--- config.mk ---
export PLATFORM = sky130hd
export DESIGN_NAME = pc_sequencer_flat
export DESIGN_NICKNAME = d
export VERILOG_FILES = /design/src/rtl/pc_pkg.sv /design/src/rtl/pc_sequencer_if.sv /design/src/rtl/pc_target_calc.sv /design/src/rtl/pc_sequencer.sv /design/src/flat_wrapper.sv
export SDC_FILE = /design/constraint.sdc
export NUM_CORES = 1
export LEC_CHECK = 0
export CAP_MARGIN = 20
export CORE_MARGIN = 5
export CORE_UTILIZATION = 25
export CTS_BUF_LIST = sky130_fd_sc_hd__clkbuf_2 sky130_fd_sc_hd__clkbuf_4 sky130_fd_sc_hd__clkbuf_8
export CTS_CLUSTER_DIAMETER = 80
export DETAILED_ROUTE_END_ITERATION = 8
export PLACE_DENSITY = 0.49
export SETUP_SLACK_MARGIN = 0.15
export SLEW_MARGIN = 20
export SYNTH_ARGS = -nofsm -noshare
export SYNTH_HDL_FRONTEND = slang
export SYNTH_SLANG_ARGS = --single-unit
--- constraint.sdc ---
create_clock -name clk -period 5.6 [get_ports clk]
set_input_delay 1.12 -clock clk [delete_from_list [all_inputs] [get_ports clk]]
set_output_delay 1.12 -clock clk [all_outputs]
set_load 0.005 [all_outputs]
--- src/rtl/pc_pkg.sv ---
// -----------------------------------------------------------------------------
// pc_pkg
// Shared types and constants for the program-counter sequencer slice.
//   redirect_kind_t : encoding of the redirect_kind request field
//   pc_state_t      : redirect FSM states (IDLE, PENDING)
//   PC_DEFAULT_RESET_VECTOR : MIPS boot ROM vector used as the default reset PC
// No ports (package).
// -----------------------------------------------------------------------------
package pc_pkg;

    typedef enum logic [1:0] {
        BRANCH = 2'd0,   // PC-relative: pc_plus + sign-extended byte offset
        JUMP   = 2'd1,   // region jump: keep upper REGION_BITS of pc_plus
        JREG   = 2'd2,   // absolute jump to a register value
        RSVD   = 2'd3    // reserved encoding, never accepted
    } redirect_kind_t;

    typedef enum logic {
        IDLE    = 1'b0,
        PENDING = 1'b1   // delay slot is at pc_out, target is latched
    } pc_state_t;

    localparam logic [31:0] PC_DEFAULT_RESET_VECTOR = 32'hBFC0_0000;

endpackage

--- src/rtl/pc_sequencer_if.sv ---
// -----------------------------------------------------------------------------
// pc_sequencer_if
// Request/response bundle between the control unit / ALU target path and the
// PC sequencer.
//   Requests  (master -> slave): pc_en, redirect_valid, redirect_kind[1:0],
//                                redirect_operand[ADDR_W-1:0]
//   Responses (slave -> master): pc_out, pc_plus, in_delay_slot, pc_is_zero,
//                                align_fault
// Modports: master (requester side), slave (the sequencer).
// -----------------------------------------------------------------------------
interface pc_sequencer_if #(
    parameter int ADDR_W = 32
) ();

    logic              pc_en;
    logic              redirect_valid;
    logic [1:0]        redirect_kind;
    logic [ADDR_W-1:0] redirect_operand;

    logic [ADDR_W-1:0] pc_out;
    logic [ADDR_W-1:0] pc_plus;
    logic              in_delay_slot;
    logic              pc_is_zero;
    logic              align_fault;

    modport master (
        output pc_en,
        output redirect_valid,
        output redirect_kind,
        output redirect_operand,
        input  pc_out,
        input  pc_plus,
        input  in_delay_slot,
        input  pc_is_zero,
        input  align_fault
    );

    modport slave (
        input  pc_en,
        input  redirect_valid,
        input  redirect_kind,
        input  redirect_operand,
        output pc_out,
        output pc_plus,
        output in_delay_slot,
        output pc_is_zero,
        output align_fault
    );

endinterface

--- src/rtl/pc_target_calc.sv ---
// -----------------------------------------------------------------------------
// pc_target_calc
// Purely combinational redirect target and alignment computation.
// Ports:
//   i_pc_plus      : current PC plus one instruction (delay-slot address)
//   i_kind         : redirect kind (BRANCH / JUMP / JREG / RSVD)
//   i_operand      : offset, region target or absolute target depending on kind
//   o_target       : computed redirect target
//   o_kind_valid   : kind is a usable redirect (RSVD is not)
//   o_misaligned   : target has nonzero bits below the instruction size
// -----------------------------------------------------------------------------
module pc_target_calc
    import pc_pkg::*;
#(
    parameter int ADDR_W      = 32,
    parameter int REGION_BITS = 4,
    parameter int INSTR_BYTES = 4
) (
    input  logic [ADDR_W-1:0] i_pc_plus,
    input  redirect_kind_t    i_kind,
    input  logic [ADDR_W-1:0] i_operand,
    output logic [ADDR_W-1:0] o_target,
    output logic              o_kind_valid,
    output logic              o_misaligned
);

    // INSTR_BYTES is a power of two, so INSTR_BYTES-1 masks the byte-offset bits.
    localparam logic [ADDR_W-1:0] ALIGN_MASK = ADDR_W'(INSTR_BYTES - 1);

    // Target selection per redirect kind; relative branches are based on the
    // delay-slot address, which is what MIPS offsets are measured from.
    always_comb begin
        o_target     = {ADDR_W{1'b0}};
        o_kind_valid = 1'b0;
        case (i_kind)
            BRANCH: begin
                o_target     = i_pc_plus + i_operand;
                o_kind_valid = 1'b1;
            end
            JUMP: begin
                o_target     = {i_pc_plus[ADDR_W-1 -: REGION_BITS],
                                i_operand[ADDR_W-REGION_BITS-1:0]};
                o_kind_valid = 1'b1;
            end
            JREG: begin
                o_target     = i_operand;
                o_kind_valid = 1'b1;
            end
            RSVD: begin
                o_target     = {ADDR_W{1'b0}};
                o_kind_valid = 1'b0;
            end
            default: begin
                o_target     = {ADDR_W{1'b0}};
                o_kind_valid = 1'b0;
            end
        endcase
    end

    assign o_misaligned = ((o_target & ALIGN_MASK) != {ADDR_W{1'b0}});

endmodule

--- src/rtl/pc_sequencer.sv ---
// -----------------------------------------------------------------------------
// pc_sequencer
// Program-counter sequencer for the MIPS core: sequential increment, stall,
// and BRANCH / JUMP / JREG redirects with one architectural delay slot.
// Ports:
//   clk    : system clock
//   reset  : synchronous active-high reset (highest priority)
//   bus    : pc_sequencer_if.slave
//              in : pc_en, redirect_valid, redirect_kind, redirect_operand
//              out: pc_out (registered), pc_plus, in_delay_slot (registered
//                   state), pc_is_zero, align_fault (registered pulse)
// Build option:
//   PC_ALIGN_CHECK_EN : when defined, redirects to a target that is not
//                       instruction-aligned are rejected and align_fault pulses
//                       for one cycle; when undefined align_fault stays 0.
// -----------------------------------------------------------------------------
module pc_sequencer
    import pc_pkg::*;
#(
    parameter int          ADDR_W       = 32,
    parameter logic [31:0] RESET_VECTOR = PC_DEFAULT_RESET_VECTOR,
    parameter int          REGION_BITS  = 4,
    parameter int          INSTR_BYTES  = 4
) (
    input  logic           clk,
    input  logic           reset,
    pc_sequencer_if.slave  bus
);

    localparam logic [ADDR_W-1:0] RESET_PC = ADDR_W'(RESET_VECTOR);
    localparam logic [ADDR_W-1:0] INCR     = ADDR_W'(INSTR_BYTES);

`ifdef PC_ALIGN_CHECK_EN
    localparam logic ALIGN_CHECK = 1'b1;
`else
    localparam logic ALIGN_CHECK = 1'b0;
`endif

    pc_state_t         r_state;
    logic [ADDR_W-1:0] r_pc;
    logic [ADDR_W-1:0] r_target;
    logic              r_align_fault;

    pc_state_t         w_state_nxt;
    logic [ADDR_W-1:0] w_pc_nxt;
    logic [ADDR_W-1:0] w_target_nxt;
    logic              w_align_fault_nxt;

    logic [ADDR_W-1:0] w_pc_plus;
    logic [ADDR_W-1:0] w_calc_target;
    logic              w_kind_valid;
    logic              w_misaligned;
    logic              w_reject;

    // Natural wrap-around: the top address plus one instruction is address 0.
    assign w_pc_plus = r_pc + INCR;

    pc_target_calc #(
        .ADDR_W      (ADDR_W),
        .REGION_BITS (REGION_BITS),
        .INSTR_BYTES (INSTR_BYTES)
    ) u_target_calc (
        .i_pc_plus    (w_pc_plus),
        .i_kind       (redirect_kind_t'(bus.redirect_kind)),
        .i_operand    (bus.redirect_operand),
        .o_target     (w_calc_target),
        .o_kind_valid (w_kind_valid),
        .o_misaligned (w_misaligned)
    );

    // With the check disabled this is constant 0 and the fault register never sets.
    assign w_reject = ALIGN_CHECK & w_misaligned;

    // Redirect FSM next-state, next-PC, target latch and fault pulse.
    always_comb begin
        w_state_nxt       = r_state;
        w_pc_nxt          = r_pc;
        w_target_nxt      = r_target;
        w_align_fault_nxt = 1'b0;
        case (r_state)
            IDLE: begin
                if (bus.pc_en) begin
                    // Whether or not a redirect is taken, the next fetch is the
                    // sequential instruction (the delay slot when redirecting).
                    w_pc_nxt = w_pc_plus;
                    if (bus.redirect_valid && w_kind_valid) begin
                        if (w_reject) begin
                            w_align_fault_nxt = 1'b1;
                        end else begin
                            w_target_nxt = w_calc_target;
                            w_state_nxt  = PENDING;
                        end
                    end else begin
                        w_state_nxt = IDLE;
                    end
                end else begin
                    w_pc_nxt = r_pc;
                end
            end
            PENDING: begin
                // Redirect requests here are branches in a delay slot: dropped.
                if (bus.pc_en) begin
                    w_pc_nxt    = r_target;
                    w_state_nxt = IDLE;
                end else begin
                    w_state_nxt = PENDING;
                end
            end
            default: begin
                w_state_nxt = IDLE;
            end
        endcase
    end

    // State, PC, latched target and fault pulse registers with synchronous reset.
    always_ff @(posedge clk) begin
        if (reset) begin
            r_state       <= IDLE;
            r_pc          <= RESET_PC;
            r_target      <= {ADDR_W{1'b0}};
            r_align_fault <= 1'b0;
        end else begin
            r_state       <= w_state_nxt;
            r_pc          <= w_pc_nxt;
            r_target      <= w_target_nxt;
            r_align_fault <= w_align_fault_nxt;
        end
    end

    assign bus.pc_out        = r_pc;
    assign bus.pc_plus       = w_pc_plus;
    assign bus.in_delay_slot = (r_state == PENDING);
    assign bus.pc_is_zero    = (r_pc == {ADDR_W{1'b0}});
    assign bus.align_fault   = r_align_fault;

endmodule

--- src/flat_wrapper.sv ---
// flat-port wrapper written by rule: the top's interface ports become plain ports
module pc_sequencer_flat import pc_pkg::*;
#(
    parameter int          ADDR_W       = 32,
    parameter logic [31:0] RESET_VECTOR = PC_DEFAULT_RESET_VECTOR,
    parameter int          REGION_BITS  = 4,
    parameter int          INSTR_BYTES  = 4
)
  (clk, reset, bus_pc_en, bus_redirect_valid, bus_redirect_kind, bus_redirect_operand, bus_pc_out, bus_pc_plus, bus_in_delay_slot, bus_pc_is_zero, bus_align_fault);
  pc_sequencer_if #(.ADDR_W(ADDR_W)) bus_i ();
  input  logic clk;
  input  logic reset;
  input wire logic [$bits(bus_i.pc_en)-1:0] bus_pc_en;
  input wire logic [$bits(bus_i.redirect_valid)-1:0] bus_redirect_valid;
  input wire logic [$bits(bus_i.redirect_kind)-1:0] bus_redirect_kind;
  input wire logic [$bits(bus_i.redirect_operand)-1:0] bus_redirect_operand;
  output wire logic [$bits(bus_i.pc_out)-1:0] bus_pc_out;
  output wire logic [$bits(bus_i.pc_plus)-1:0] bus_pc_plus;
  output wire logic [$bits(bus_i.in_delay_slot)-1:0] bus_in_delay_slot;
  output wire logic [$bits(bus_i.pc_is_zero)-1:0] bus_pc_is_zero;
  output wire logic [$bits(bus_i.align_fault)-1:0] bus_align_fault;
  assign bus_i.pc_en = bus_pc_en;
  assign bus_i.redirect_valid = bus_redirect_valid;
  assign bus_i.redirect_kind = bus_redirect_kind;
  assign bus_i.redirect_operand = bus_redirect_operand;
  assign bus_pc_out = bus_i.pc_out;
  assign bus_pc_plus = bus_i.pc_plus;
  assign bus_in_delay_slot = bus_i.in_delay_slot;
  assign bus_pc_is_zero = bus_i.pc_is_zero;
  assign bus_align_fault = bus_i.align_fault;
  pc_sequencer #(.ADDR_W(ADDR_W), .RESET_VECTOR(RESET_VECTOR), .REGION_BITS(REGION_BITS), .INSTR_BYTES(INSTR_BYTES)) u_core (.clk(clk), .reset(reset), .bus(bus_i));
endmodule
==> results of run 1 <==
[registers in the layout, summed over array words and instances, names as in the netlist]
signal / flops
u_core.bus.pc_out: 32
u_core.bus.in_delay_slot: 1
u_core.r_target: 32
[cells by family (layout without fill, tap and decap cells)]
family                   Yosys count  in the layout  share of synthesized area
flip-flops                        65             65                      0.235
AO/OA/AOI/OAI                    208            208                      0.258
buffers and inverters             66            142                     0.0561
AND/OR/NAND/NOR                  265            265                      0.232
XOR/XNOR                          52             52                     0.0857
multiplexers                      25             25                     0.0468
other                              1              1                   0.000678
adder cells (fa/ha/maj)           37             37                     0.0850
[final cells by class]
| type | count | area (um2) | share of cell area |
|---|---|---|---|
| flip-flops and latches | 65 | 1300 | 0.189 |
| inverters | 13 | 48.8 | 0.00708 |
| clock buffers | 9 | 124 | 0.0180 |
| repair buffers | 113 | 1100 | 0.159 |
| well taps | 280 | 350 | 0.0508 |
| multi-input cells | 588 | 3930 | 0.569 |
| clock inverters | 7 | 47.5 | 0.00690 |
[worst min path at each step]
| stage | startpoint | endpoint | slack, ps | depth (start not counted) |
|---|---|---|---|---|
| floorplan | u_core.r_target[0] | u_core.bus.pc_out[0] | 440 | 2 |
| global placement | u_core.r_target[0] | u_core.bus.pc_out[0] | 450 | 2 |
| detailed placement | u_core.r_target[0] | u_core.bus.pc_out[0] | 470 | 2 |
| CTS | u_core.r_target[0] | u_core.bus.pc_out[0] | 470 | 2 |
| global route | u_core.r_target[19] | u_core.r_target[19] | 510 | 2 |
| finish | u_core.r_target[0] | u_core.bus.pc_out[0] | 470 | 2 |
[worst max-delay path, stage by stage (launching register included)]
cell and delay, ps:
sky130_fd_sc_hd__dfxtp_1 440, sky130_fd_sc_hd__ha_1 290, sky130_fd_sc_hd__and3_1 230, sky130_fd_sc_hd__nand3_1 200, sky130_fd_sc_hd__nor3_1 390, sky130_fd_sc_hd__and3_1 350, sky130_fd_sc_hd__nand3_1 130, sky130_fd_sc_hd__xnor2_1 350
sky130_fd_sc_hd__ha_1 370, sky130_fd_sc_hd__a21oi_1 200, sky130_fd_sc_hd__o21ai_1 110, sky130_fd_sc_hd__a211oi_1 240, sky130_fd_sc_hd__o21ai_1 100, sky130_fd_sc_hd__or3b_4 420, sky130_fd_sc_hd__a211oi_2 260, sky130_fd_sc_hd__and4bb_1 230
sky130_fd_sc_hd__a311oi_1 50, sky130_fd_sc_hd__a211oi_1 200
[placed cells by master (no fill, tap or decap), types with 3 or more instances in the layout]
| cell | count |
|---|---|
| sky130_fd_sc_hd__o21a_1 | 9 |
| sky130_fd_sc_hd__a21o_2 | 3 |
| sky130_fd_sc_hd__nor3_1 | 33 |
| sky130_fd_sc_hd__mux2_1 | 3 |
| sky130_fd_sc_hd__nand2b_1 | 7 |
| sky130_fd_sc_hd__mux2i_1 | 18 |
| sky130_fd_sc_hd__clkbuf_8 | 9 |
| sky130_fd_sc_hd__a31oi_1 | 8 |
| sky130_fd_sc_hd__nand2_1 | 43 |
| sky130_fd_sc_hd__nor4_1 | 8 |
| sky130_fd_sc_hd__mux2_2 | 4 |
| sky130_fd_sc_hd__o211ai_1 | 7 |
| sky130_fd_sc_hd__clkdlybuf4s50_1 | 101 |
| sky130_fd_sc_hd__a21oi_1 | 46 |
| sky130_fd_sc_hd__and3_1 | 11 |
| sky130_fd_sc_hd__and4_1 | 3 |
| sky130_fd_sc_hd__nand3b_1 | 3 |
| sky130_fd_sc_hd__nand3_1 | 28 |
| sky130_fd_sc_hd__o21ai_1 | 13 |
| sky130_fd_sc_hd__buf_4 | 10 |
| sky130_fd_sc_hd__nor3b_1 | 3 |
| sky130_fd_sc_hd__a211oi_1 | 10 |
| sky130_fd_sc_hd__inv_1 | 12 |
| sky130_fd_sc_hd__xor2_1 | 19 |
| sky130_fd_sc_hd__o31ai_1 | 9 |
| sky130_fd_sc_hd__o21ai_0 | 23 |
| sky130_fd_sc_hd__nand4_1 | 8 |
| sky130_fd_sc_hd__nor2_1 | 93 |
| sky130_fd_sc_hd__a22o_1 | 3 |
| sky130_fd_sc_hd__xnor2_1 | 32 |
| sky130_fd_sc_hd__a221oi_1 | 20 |
| sky130_fd_sc_hd__ha_1 | 36 |
| sky130_fd_sc_hd__nor2b_1 | 4 |
| sky130_fd_sc_hd__a21o_1 | 17 |
| sky130_fd_sc_hd__a22oi_1 | 13 |
| sky130_fd_sc_hd__clkinvlp_4 | 5 |
| sky130_fd_sc_hd__dfxtp_1 | 64 |
| sky130_fd_sc_hd__or2_1 | 9 |
[metrics by stage]
stage | hold WS [ps] | cell area, um2 | total power [uW] | util | std cells
2_1_floorplan | 441 | 5530 | 712 | - | 719
3_3_place_gp | 455 | 6720 | 827 | 0.308 | 1059
3_5_place_dp | 466 | 6720 | 827 | 0.308 | 1059
4_1_cts | 472 | 6900 | 1190 | 0.316 | 1075
5_1_grt | 511 | 6900 | 1240 | 0.316 | 1075
6_report | 466 | 6900 | 1180 | 0.316 | 1075
[power groups by stage]
stage	combinational, uW	clock (uW)	sequential, uW
after global routing	348	389	505
after global placement	315	0	513
after floorplan	206	0	506
after CTS	315	373	502
after detailed placement	314	0	513
final	316	360	503
[metal layers]
metal / vias to the layer above / part of all wire
li1: 2773 / -
met1: 2650 / 0.49
met2: 135 / 0.46
met3: 13 / 0.037
met4: 0 / 0.011
met5: - / 0
==> qor.log, run 1 <==
[sta] Final Slew Violations 0
[synthesis] Seq/Total Area, Yosys 0.235
[global_routing] number of global-route vias before repair 5582
[power_and_ir_drop] sequential share of power 0.426
[hold_path] worst min-delay path class register to register
[global_routing] aggregate global-route resource usage 0.159
[floorplanning] Vert. Die Dim 159 um
[power_and_ir_drop] switching power summed over all nets 398 uW
[global_routing] met2 usage 0.257
[setup_path] Crit Reg-Reg Startpoint u_core.bus.pc_out[2]
[setup_path] Worst setup EP type register
[job] Max-cap violations 0
[synthesis] portion of synthesized cell area occupied by the leading cell type 0.235
[clock_network] number of gates resized after CTS 0
[power_and_ir_drop] net switching share of the total power 0.338
[routing] wire per inst 19.1 um
[setup_path] Startpoint Class register
[setup_path] largest driver fanout on the critical path 7
[sta] # setup viols final 0
[layout] proportion of layout cells with a drive suffix above 1 0.0629
[synthesis] top area cells in the synthesized netlist sky130_fd_sc_hd__dfxtp_1 24%, sky130_fd_sc_hd__ha_1 8.1%, sky130_fd_sc_hd__nor2_1 6.3%
[sta] post-layout min period 4650 ps
[setup_path] CP required 5870 ps
[synthesis] most repeated cell in the gate-level netlist after synthesis sky130_fd_sc_hd__nor2_1
[floorplanning] area of the die 25200 um2
[global_routing] total congestion overflow after global routing 0
[global_routing] GRT busiest layer met2
[power_and_ir_drop] clock share of power 0.306
[placement] dpl ws 1030 ps
[synthesis] mapped cell area 5530 um2
[placement] number of buffer cells added on primary ports 103
[sta] unrepaired setup endpoints after global routing false
[clock_network] number of clock sinks 65
[clock_network] TritonCTS buffer count 9
[sta] transition time at the pin with the least slew margin 701 ps
[clock_network] CTS tree yes
[synthesis] post-synthesis register bit count 65
[global_routing] wire length of the first global-routing pass 32.7 mm
[synthesis] Synthesized Nets 794
[placement] Final HPWL DP 15.7 mm
[power_and_ir_drop] Worst VDD drop 70.8 uV
[floorplanning] Floorplan Core Area 21800 um2
[outcome] status finished, final reports clean
[layout] signed area change from the synthesized netlist to the final layout 24.6%
[clock_network] clock transition at the registers of the reported paths 80 ps
[power_and_ir_drop] internal power of the cells 780 uW
[global_routing] met1 Usage GRT 0.229
[setup_path] CP Data Arrival Time 4920 ps
[floorplanning] count of standard-cell rows 54
[floorplanning] number of primary I/O pins 105
[routing] total number of vias 5571
[global_routing] met3 Use GR 0.0179
[layout] total number of nets in the final design 865
[layout] diode insertion count for antenna repair 0
[routing] initial detailed-routing violation count 482
[clock_network] root cell of the clock tree sky130_fd_sc_hd__clkbuf_8
[setup_path] class of the most critical setup path register to register
[setup_path] setup slack on the worst flop-to-flop path 950 ps
[synthesis] Mean Syn Cell Area 7.70 um2
[setup_path] CP Capture Point u_core.r_target[31]
[sta] Achievable Freq 0.215 GHz
[synthesis] number of instances in the synthesized netlist 719
[sta] headroom to the max-slew limit 0.532
[global_routing] largest net degree at the start of global routing 64
[placement] weighted congestion reported at the end of routability-driven placement 0.846
[global_routing] initial antenna violation count 0
[floorplanning] Starting Density 0.254
[synthesis] predominant post-synthesis flop cell sky130_fd_sc_hd__dfxtp_1
[synthesis] Synth area leader sky130_fd_sc_hd__dfxtp_1
[clock_network] Post-CTS Setup Repair Bufs 0
[sta] crit share post-route 0.830
[synthesis] share of synthesized registers carrying an async set or reset 0
[synthesis] Yosys warnings 0
[sta] setup slack after layout 952 ps
[sta] setup_tns 0 ps
[synthesis] library cells used by synthesis 73
[synthesis] number of enable-type register cells in the synthesized netlist 0
[power_and_ir_drop] P per Cell Area 171 nW/um2
[clock_network] hold-fix buffer count after cts 0
[synthesis] top cell types by occurrence after synthesis 93 x sky130_fd_sc_hd__nor2_1, 65 x sky130_fd_sc_hd__dfxtp_1, 47 x sky130_fd_sc_hd__a21oi_1
[power_and_ir_drop] static power due to leakage 0.00263 uW
[clock_network] number of levels the H-tree was split into 3
[layout] count of fill cells added during filler insertion 2341
[clock_network] buffers from clock root to sink, at most 2
[clock_network] clock insertion delay at the later pin of the skew report 360 ps
[floorplanning] die width 159 um
[routing] final antenna-violating net count 0
[sta] number of failing hold endpoints at the final stage 0
[setup_path] destination of the worst register-to-register timing path u_core.r_target[31]
[routing] post-detailed-route via-to-cell ratio 5.18
[power_and_ir_drop] combinational fraction of design power 0.268
[routing] first drt pass iteration count 5
[routing] Routed Wire Length 20.5 mm
[routing] post-route DRC violation count 0
[setup_path] beginning of the critical path u_core.bus.pc_out[2]
[sta] Worst Clk Skew 9.67 ps
[setup_path] reg2reg path depth 17
No activity file was read; power rests on OpenSTA's default activity.
==> inputs of run 2 (changes only) <==
- PLACE_DENSITY: 0.49 -> 0.51
- clock period: 5.6 -> 3.77 ns (I/O delays scaled with it)
==> qor.log, run 2 (same netlist as run 1, synthesis figures left out) <==
[routing] wire per inst 18.5 um [was 19.1 um]
[sta] headroom to the max-slew limit 0.490 [was 0.532]
[sta] transition time at the pin with the least slew margin 764 ps [was 701 ps]
[clock_network] CTS tree yes [unchanged]
[layout] diode insertion count for antenna repair 0 [unchanged]
[setup_path] number of buffer and inverter stages on the critical path 0 [unchanged]
[floorplanning] Vert. Die Dim 159 um [unchanged]
[floorplanning] count of standard-cell rows 54 [unchanged]
[hold_path] worst min-delay path class register to register [unchanged]
[clock_network] TritonCTS buffer count 9 [unchanged]
[global_routing] aggregate global-route resource usage 0.167 [was 0.159]
[global_routing] total congestion overflow after global routing 0 [unchanged]
[floorplanning] area of the die 25200 um2 [unchanged]
[setup_path] Worst setup EP type register [unchanged]
[layout] proportion of layout cells with a drive suffix above 1 0.272 [was 0.0629]
[clock_network] clock insertion delay at the later pin of the skew report 380 ps [was 360 ps]
[power_and_ir_drop] clock share of power 0.298 [was 0.306]
[routing] final antenna-violating net count 0 [unchanged]
[setup_path] CP Data Arrival Time 3870 ps [was 4920 ps]
[setup_path] Startpoint Class register [unchanged]
[setup_path] largest driver fanout on the critical path 4 [was 7]
[clock_network] hold-fix buffer count after cts 0 [unchanged]
[placement] number of buffer cells added on primary ports 103 [unchanged]
[power_and_ir_drop] total power of the final layout 1900 uW [was 1180 uW]
[power_and_ir_drop] combinational fraction of design power 0.307 [was 0.268]
[power_and_ir_drop] internal power of the cells 1270 uW [was 780 uW]
[sta] number of failing hold endpoints at the final stage 0 [unchanged]
[sta] Achievable Freq 0.279 GHz [was 0.215 GHz]
[routing] Routed Wire Length 22.3 mm [was 20.5 mm]
[clock_network] number of levels the H-tree was split into 3 [unchanged]
[global_routing] wire length of the first global-routing pass 33.9 mm [was 32.7 mm]
[job] Max-cap violations 0 [unchanged]
[sta] Worst Clk Skew 20.0 ps [was 9.67 ps]
[power_and_ir_drop] P per Cell Area 225 nW/um2 [was 171 nW/um2]
[outcome] status finished, final reports clean [unchanged]
[global_routing] largest net degree at the start of global routing 59 [was 64]
[routing] post-detailed-route via-to-cell ratio 5.06 [was 5.18]
[global_routing] initial antenna violation count 0 [unchanged]
[power_and_ir_drop] sequential share of power 0.395 [was 0.426]
[sta] unrepaired setup endpoints after global routing true [was false]
[sta] Final Slew Violations 0 [unchanged]
[sta] post-layout min period 3580 ps [was 4650 ps]
[setup_path] slowest stage delay, CP 420 ps [was 440 ps]
[layout] most common library cell in the layout ignoring fill and taps sky130_fd_sc_hd__buf_4 [was sky130_fd_sc_hd__clkdlybuf4s50_1]
[setup_path] CP required 4050 ps [was 5870 ps]
[floorplanning] Starting Density 0.254 [unchanged]
[clock_network] buffers from clock root to sink, at most 2 [unchanged]
[layout] count of fill cells added during filler insertion 2267 [was 2341]
[power_and_ir_drop] Worst VDD drop 135 uV [was 70.8 uV]
[setup_path] cell chain of the critical path ha_4 > and3_4 > nand3_4 > nor3_4 > and3_4 > nand3_4 > xnor2_4 > ha_4 > a21oi_4 > o21ai_2 > a211oi_2 > o21ai_1 > or3b_4 > a211oi_4 > and4bb_1 > a311oi_1 > a211oi_1 [was ha_1 > and3_1 > nand3_1 > nor3_1 > and3_1 > nand3_1 > xnor2_1 > ha_1 > a21oi_1 > o21ai_1 > a211oi_1 > o21ai_1 > or3b_4 > a211oi_2 > and4bb_1 > a311oi_1 > a211oi_1]
[clock_network] root cell of the clock tree sky130_fd_sc_hd__clkbuf_8 [unchanged]
[floorplanning] die width 159 um [unchanged]
[global_routing] number of global-route vias before repair 5867 [was 5582]
[clock_network] number of clock sinks 65 [unchanged]
[sta] worst-case hold slack 468 ps [was 466 ps]
[layout] final design area excluding fillers 8440 um2 [was 6900 um2]
[placement] Final HPWL DP 17.0 mm [was 15.7 mm]
[routing] post-route DRC violation count 0 [unchanged]
[sta] crit share post-route 0.951 [was 0.830]
[layout] total number of nets in the final design 994 [was 865]
[setup_path] class of the most critical setup path register to register [unchanged]
[setup_path] family of cells with the greatest summed delay on the critical path simple AND/OR/NAND/NOR gates [unchanged]
[sta] # setup viols final 0 [unchanged]
[routing] total number of vias 6087 [was 5571]
[layout] most used cells in the layout excluding fill and tap cells 137 x sky130_fd_sc_hd__buf_4, 100 x sky130_fd_sc_hd__clkdlybuf4s50_1, 90 x sky130_fd_sc_hd__nor2_1, 62 x sky130_fd_sc_hd__dfxtp_1, 40 x sky130_fd_sc_hd__nand2_1 [was 101 x sky130_fd_sc_hd__clkdlybuf4s50_1, 93 x sky130_fd_sc_hd__nor2_1, 64 x sky130_fd_sc_hd__dfxtp_1, 46 x sky130_fd_sc_hd__a21oi_1, 43 x sky130_fd_sc_hd__nand2_1]
[floorplanning] Floorplan Core Area 21800 um2 [unchanged]
[placement] weighted congestion reported at the end of routability-driven placement 0.904 [was 0.846]
[power_and_ir_drop] static power due to leakage 0.00343 uW [was 0.00263 uW]
[placement] instance area at placement 7700 um2 [was 6720 um2]
[power_and_ir_drop] switching power summed over all nets 625 uW [was 398 uW]
[power_and_ir_drop] net switching share of the total power 0.330 [was 0.338]
[routing] first drt pass iteration count 5 [unchanged]
[floorplanning] number of primary I/O pins 105 [unchanged]
[clock_network] clock transition at the registers of the reported paths 90 ps [was 80 ps]
[setup_path] CP max stage cell sky130_fd_sc_hd__or3b_4 [was sky130_fd_sc_hd__dfxtp_1]
[layout] signed area change from the synthesized netlist to the final layout 52.5% [was 24.6%]
[routing] initial detailed-routing violation count 340 [was 482]
==> run 2: changes by cell type in the layout (fill, tap and decap cells not counted), moves of 6 or more <==
cell                      before  now
sky130_fd_sc_hd__buf_4        10  137
sky130_fd_sc_hd__ha_1         36   26
sky130_fd_sc_hd__ha_4          0    9
sky130_fd_sc_hd__xnor2_1      32   23
sky130_fd_sc_hd__a21oi_1      46   38
sky130_fd_sc_hd__xnor2_2       0    8
sky130_fd_sc_hd__a21oi_2       1    8
sky130_fd_sc_hd__and3_1       11    5
sky130_fd_sc_hd__and3_4        1    7
sky130_fd_sc_hd__nand3_1      28   22
==> run 2: path summary, 6_finish.rpt <==
check,from,to,slack (ps),cells past startpoint
setup reg to reg,u_core.bus.pc_out[3],u_core.r_target[31],190,17
hold reg to reg,u_core.r_target[0],u_core.bus.pc_out[0],470,2
hold / removal,u_core.r_target[0],u_core.bus.pc_out[0],470,2
setup / recovery,u_core.bus.pc_out[3],u_core.r_target[31],190,17
==> run 2: per-layer routing <==
metal	track usage	vias to the layer above	part of all wire
met5	0	-	0
met4	0.0516	0	0.019
met3	0.0337	23	0.041
met2	0.269	167	0.47
met1	0.226	2869	0.47
li1	-	3028	-
==> run 2: final cells by class <==
type	count	area [um2]	share of cell area
inverter	13	48.8	0.00578
clock inverter	4	20.0	0.00237
clock buffer	12	153	0.0181
multi-input combinational	588	4470	0.529
timing repair buffer	242	2090	0.248
tap	280	350	0.0415
sequential	65	1310	0.155
==> run 2: repair_timing <==
item                                    in CTS  in global routing
gates cloned                                 0                  0
pin swaps                                    9                 20
buffers inserted                             3                 12
endpoints found under the setup margin      12                 15
resized for setup                           29                 49
==> run 2: power groups by stage <==
stage               clock network, uW  registers (uW)  logic (uW)
floorplan                           0             753         309
global placement                    0             762         540
detailed placement                  0             763         541
CTS                               588             748         557
global route                      615             752         633
finish                            565             748         582
==> run 2: through the flow <==
stage,instances,TNS (ps),worst slack [ps],util
after CTS,1192,0,146,0.370
final,1204,0,186,0.387
after global placement,1173,-141,-63.5,0.353
after floorplan,719,0,151,-
after global routing,1204,0,69.1,0.387
after detailed placement,1173,-201,-115,0.353
==> run 2: worst register-to-register path: cells and delay by family, from the launching register on <==
family,cells,cell delay (ps)
simple gates,7,1460
compound gates,7,1070
fa+ha+maj,2,390
flops,1,370
xor+xnor,1,210
==> inputs of run 3 (changes only) <==
- CORE_UTILIZATION: 25 -> 49
- PLACE_DENSITY: 0.51 -> 0.84
==> qor.log, run 3 (same netlist as run 1, synthesis figures left out) <==
[outcome] status finished, final reports clean [unchanged]
[global_routing] initial antenna violation count 0 [unchanged]
[power_and_ir_drop] Worst VDD drop 175 uV [was 135 uV]
[power_and_ir_drop] combinational fraction of design power 0.295 [was 0.307]
[floorplanning] Starting Density 0.506 [was 0.254]
[sta] Worst Clk Skew 5.99 ps [was 20.0 ps]
[sta] crit share post-route 0.997 [was 0.951]
[job] Max-cap violations 0 [unchanged]
[global_routing] total congestion overflow after global routing 0 [unchanged]
[clock_network] clock transition at the registers of the reported paths 70 ps [was 90 ps]
[sta] setup_tns 0 ps [unchanged]
[sta] unrepaired setup endpoints after global routing true [unchanged]
[clock_network] TritonCTS buffer count 9 [unchanged]
[setup_path] largest driver fanout on the critical path 4 [unchanged]
[layout] signed area change from the synthesized netlist to the final layout 47.3% [was 52.5%]
[floorplanning] Floorplan Core Area 10900 um2 [was 21800 um2]
[hold_path] launch point of the worst hold path u_core.r_target[0] [unchanged]
[global_routing] wire length of the first global-routing pass 32.9 mm [was 33.9 mm]
[layout] diode insertion count for antenna repair 0 [unchanged]
[routing] wire per inst 21.3 um [was 18.5 um]
[power_and_ir_drop] static power due to leakage 0.00335 uW [was 0.00343 uW]
[sta] headroom to the max-slew limit 0.487 [was 0.490]
[routing] post-route DRC violation count 0 [unchanged]
[power_and_ir_drop] P per Cell Area 239 nW/um2 [was 225 nW/um2]
[global_routing] number of global-route vias before repair 6132 [was 5867]
[layout] most used cells in the layout excluding fill and tap cells 127 x sky130_fd_sc_hd__buf_4, 101 x sky130_fd_sc_hd__clkdlybuf4s50_1, 89 x sky130_fd_sc_hd__nor2_1, 56 x sky130_fd_sc_hd__dfxtp_1, 42 x sky130_fd_sc_hd__nand2_1 [was 137 x sky130_fd_sc_hd__buf_4, 100 x sky130_fd_sc_hd__clkdlybuf4s50_1, 90 x sky130_fd_sc_hd__nor2_1, 62 x sky130_fd_sc_hd__dfxtp_1, 40 x sky130_fd_sc_hd__nand2_1]
[placement] weighted congestion reported at the end of routability-driven placement 0.968 [was 0.904]
[hold_path] worst min-delay path class register to register [unchanged]
[layout] total number of nets in the final design 982 [was 994]
[clock_network] clock insertion delay at the later pin of the skew report 360 ps [was 380 ps]
[sta] setup slack after layout 12.3 ps [was 186 ps]
[layout] proportion of layout cells with a drive suffix above 1 0.257 [was 0.272]
[clock_network] number of clock sinks 65 [unchanged]
[routing] final antenna-violating net count 0 [unchanged]
[clock_network] buffers from clock root to sink, at most 2 [unchanged]
[power_and_ir_drop] internal power of the cells 1330 uW [was 1270 uW]
[routing] first drt pass iteration count 5 [unchanged]
[placement] Final HPWL DP 15.5 mm [was 17.0 mm]
[floorplanning] count of standard-cell rows 38 [was 54]
[layout] multi-input gate area in the final layout 4440 um2 [was 4470 um2]
[setup_path] CP Data Arrival Time 4020 ps [was 3870 ps]
[hold_path] instance count along the most critical hold path 2 [unchanged]
[clock_network] CTS tree yes [unchanged]
[hold_path] hold worst-path end u_core.bus.pc_out[0] [unchanged]
[floorplanning] die width 116 um [was 159 um]
[placement] dpl ws -131 ps [was -115 ps]
[clock_network] root cell of the clock tree sky130_fd_sc_hd__clkbuf_8 [unchanged]
[sta] transition time at the pin with the least slew margin 769 ps [was 764 ps]
[sta] Achievable Freq 0.266 GHz [was 0.279 GHz]
[clock_network] number of levels the H-tree was split into 3 [unchanged]
[sta] post-layout min period 3760 ps [was 3580 ps]
[routing] post-detailed-route via-to-cell ratio 6.43 [was 5.06]
[sta] # setup viols final 0 [unchanged]
[power_and_ir_drop] clock share of power 0.322 [was 0.298]
[layout] final cell utilization of the core 0.745 [was 0.387]
[floorplanning] number of primary I/O pins 105 [unchanged]
[floorplanning] area of the die 13500 um2 [was 25200 um2]
[setup_path] class of the most critical setup path register to register [unchanged]
[clock_network] hold-fix buffer count after cts 0 [unchanged]
[sta] Final Slew Violations 0 [unchanged]
[floorplanning] Vert. Die Dim 116 um [was 159 um]
[sta] worst-case hold slack 469 ps [was 468 ps]
[power_and_ir_drop] sequential share of power 0.383 [was 0.395]
[layout] sequential standard cell area 1320 um2 [was 1310 um2]
[routing] initial detailed-routing violation count 919 [was 340]
[setup_path] Startpoint Class register [unchanged]
[setup_path] Worst setup EP type register [unchanged]
[setup_path] CP required 4030 ps [was 4050 ps]
[power_and_ir_drop] switching power summed over all nets 614 uW [was 625 uW]
[power_and_ir_drop] net switching share of the total power 0.316 [was 0.330]
[routing] Routed Wire Length 22.4 mm [was 22.3 mm]
[placement] number of buffer cells added on primary ports 103 [unchanged]
[setup_path] reg2reg path depth 16 [was 17]
[routing] total number of vias 6754 [was 6087]
[global_routing] largest net degree at the start of global routing 63 [was 59]
[setup_path] Crit Reg-Reg Startpoint u_core.bus.pc_out[3] [unchanged]
[sta] number of failing hold endpoints at the final stage 0 [unchanged]
[setup_path] setup slack on the worst flop-to-flop path 10 ps [was 190 ps]
[setup_path] destination of the worst register-to-register timing path u_core.r_target[31] [unchanged]
[layout] count of fill cells added during filler insertion 778 [was 2267]
[global_routing] aggregate global-route resource usage 0.310 [was 0.167]
[layout] most common library cell in the layout ignoring fill and taps sky130_fd_sc_hd__buf_4 [unchanged]
[run 3: cell count changes in the layout (fill, tap and decap cells not counted), sizes merged]
cell | before | now
dlymetal6s2s | 1 | 0
clkinv | 4 | 2
bufinv | 0 | 1
clkdlybuf4s50 | 100 | 101
buf | 141 | 129
[run 3: metrics by stage]
step           std cells  total power, uW  cell area, um2
6_report            1051             1940            8150
5_1_grt             1051             2020            8150
4_1_cts             1042             1900            7850
3_5_place_dp        1016             1280            7380
3_3_place_gp        1016             1270            7380
2_1_floorplan        719             1060            5650
[run 3: how the worst max path moves through the flow]
stage                             from  slack (ps)                   to
2_1_floorplan     u_core.bus.pc_out[3]         150  u_core.r_target[31]
3_3_place_gp   bus_redirect_operand[1]         -50  u_core.r_target[31]
3_5_place_dp   bus_redirect_operand[1]        -130  u_core.r_target[31]
4_1_cts           u_core.bus.pc_out[3]         120  u_core.r_target[31]
5_1_grt           u_core.bus.pc_out[3]         -40  u_core.r_target[31]
6_report          u_core.bus.pc_out[3]          10  u_core.r_target[31]
[run 3: layout make-up]
type / instances / area share
multi-input combinational: 588 / 0.544
timing repair buffer: 230 / 0.242
sequential: 65 / 0.162
tap: 140 / 0.0215
clock buffer: 12 / 0.0195
inverter: 13 / 0.00599
clock inverter: 3 / 0.00491
[run 3: critical path, stage by stage (launching register included)]
cell                       delay (ps)
sky130_fd_sc_hd__dfxtp_4          360
sky130_fd_sc_hd__buf_4            110
sky130_fd_sc_hd__nand2_1          100
sky130_fd_sc_hd__or3_4            420
sky130_fd_sc_hd__nor2b_4          130
sky130_fd_sc_hd__nand3_2          160
sky130_fd_sc_hd__xnor2_4          250
sky130_fd_sc_hd__ha_4             260
sky130_fd_sc_hd__a21oi_4          160
sky130_fd_sc_hd__nand3b_1         110
sky130_fd_sc_hd__o22a_1           230
sky130_fd_sc_hd__o211ai_1         120
sky130_fd_sc_hd__or3b_4           440
sky130_fd_sc_hd__a211oi_4         240
sky130_fd_sc_hd__and4bb_1         270
sky130_fd_sc_hd__a311oi_2          70
sky130_fd_sc_hd__a211oi_1         220
[run 3: repair_timing]
| item | in CTS | in global routing |
|---|---|---|
| pin swaps | 17 | 12 |
| setup endpoints to repair | 9 | 14 |
| gates resized for setup | 31 | 43 |
| setup buffers | 11 | 9 |
| cloned | 0 | 0 |
[run 3: power groups by stage]
stage / Sequential (uW) / Clock (uW) / Combinational, uW
floorplan: 753 / 0 / 309
global placement: 757 / 0 / 509
detailed placement: 759 / 0 / 517
CTS: 743 / 625 / 536
global route: 746 / 658 / 611
finish: 745 / 625 / 574
[run 3: per-layer routing]
metal  vias to the layer above  wire length, um  track usage  share of wire
met5                         -                0            0              0
met4                         0              891       0.0920          0.040
met3                        85             2470       0.0549           0.11
met2                       481            10100        0.492           0.45
met1                      3175             8880        0.432           0.40
li1                       3013                -            -              -
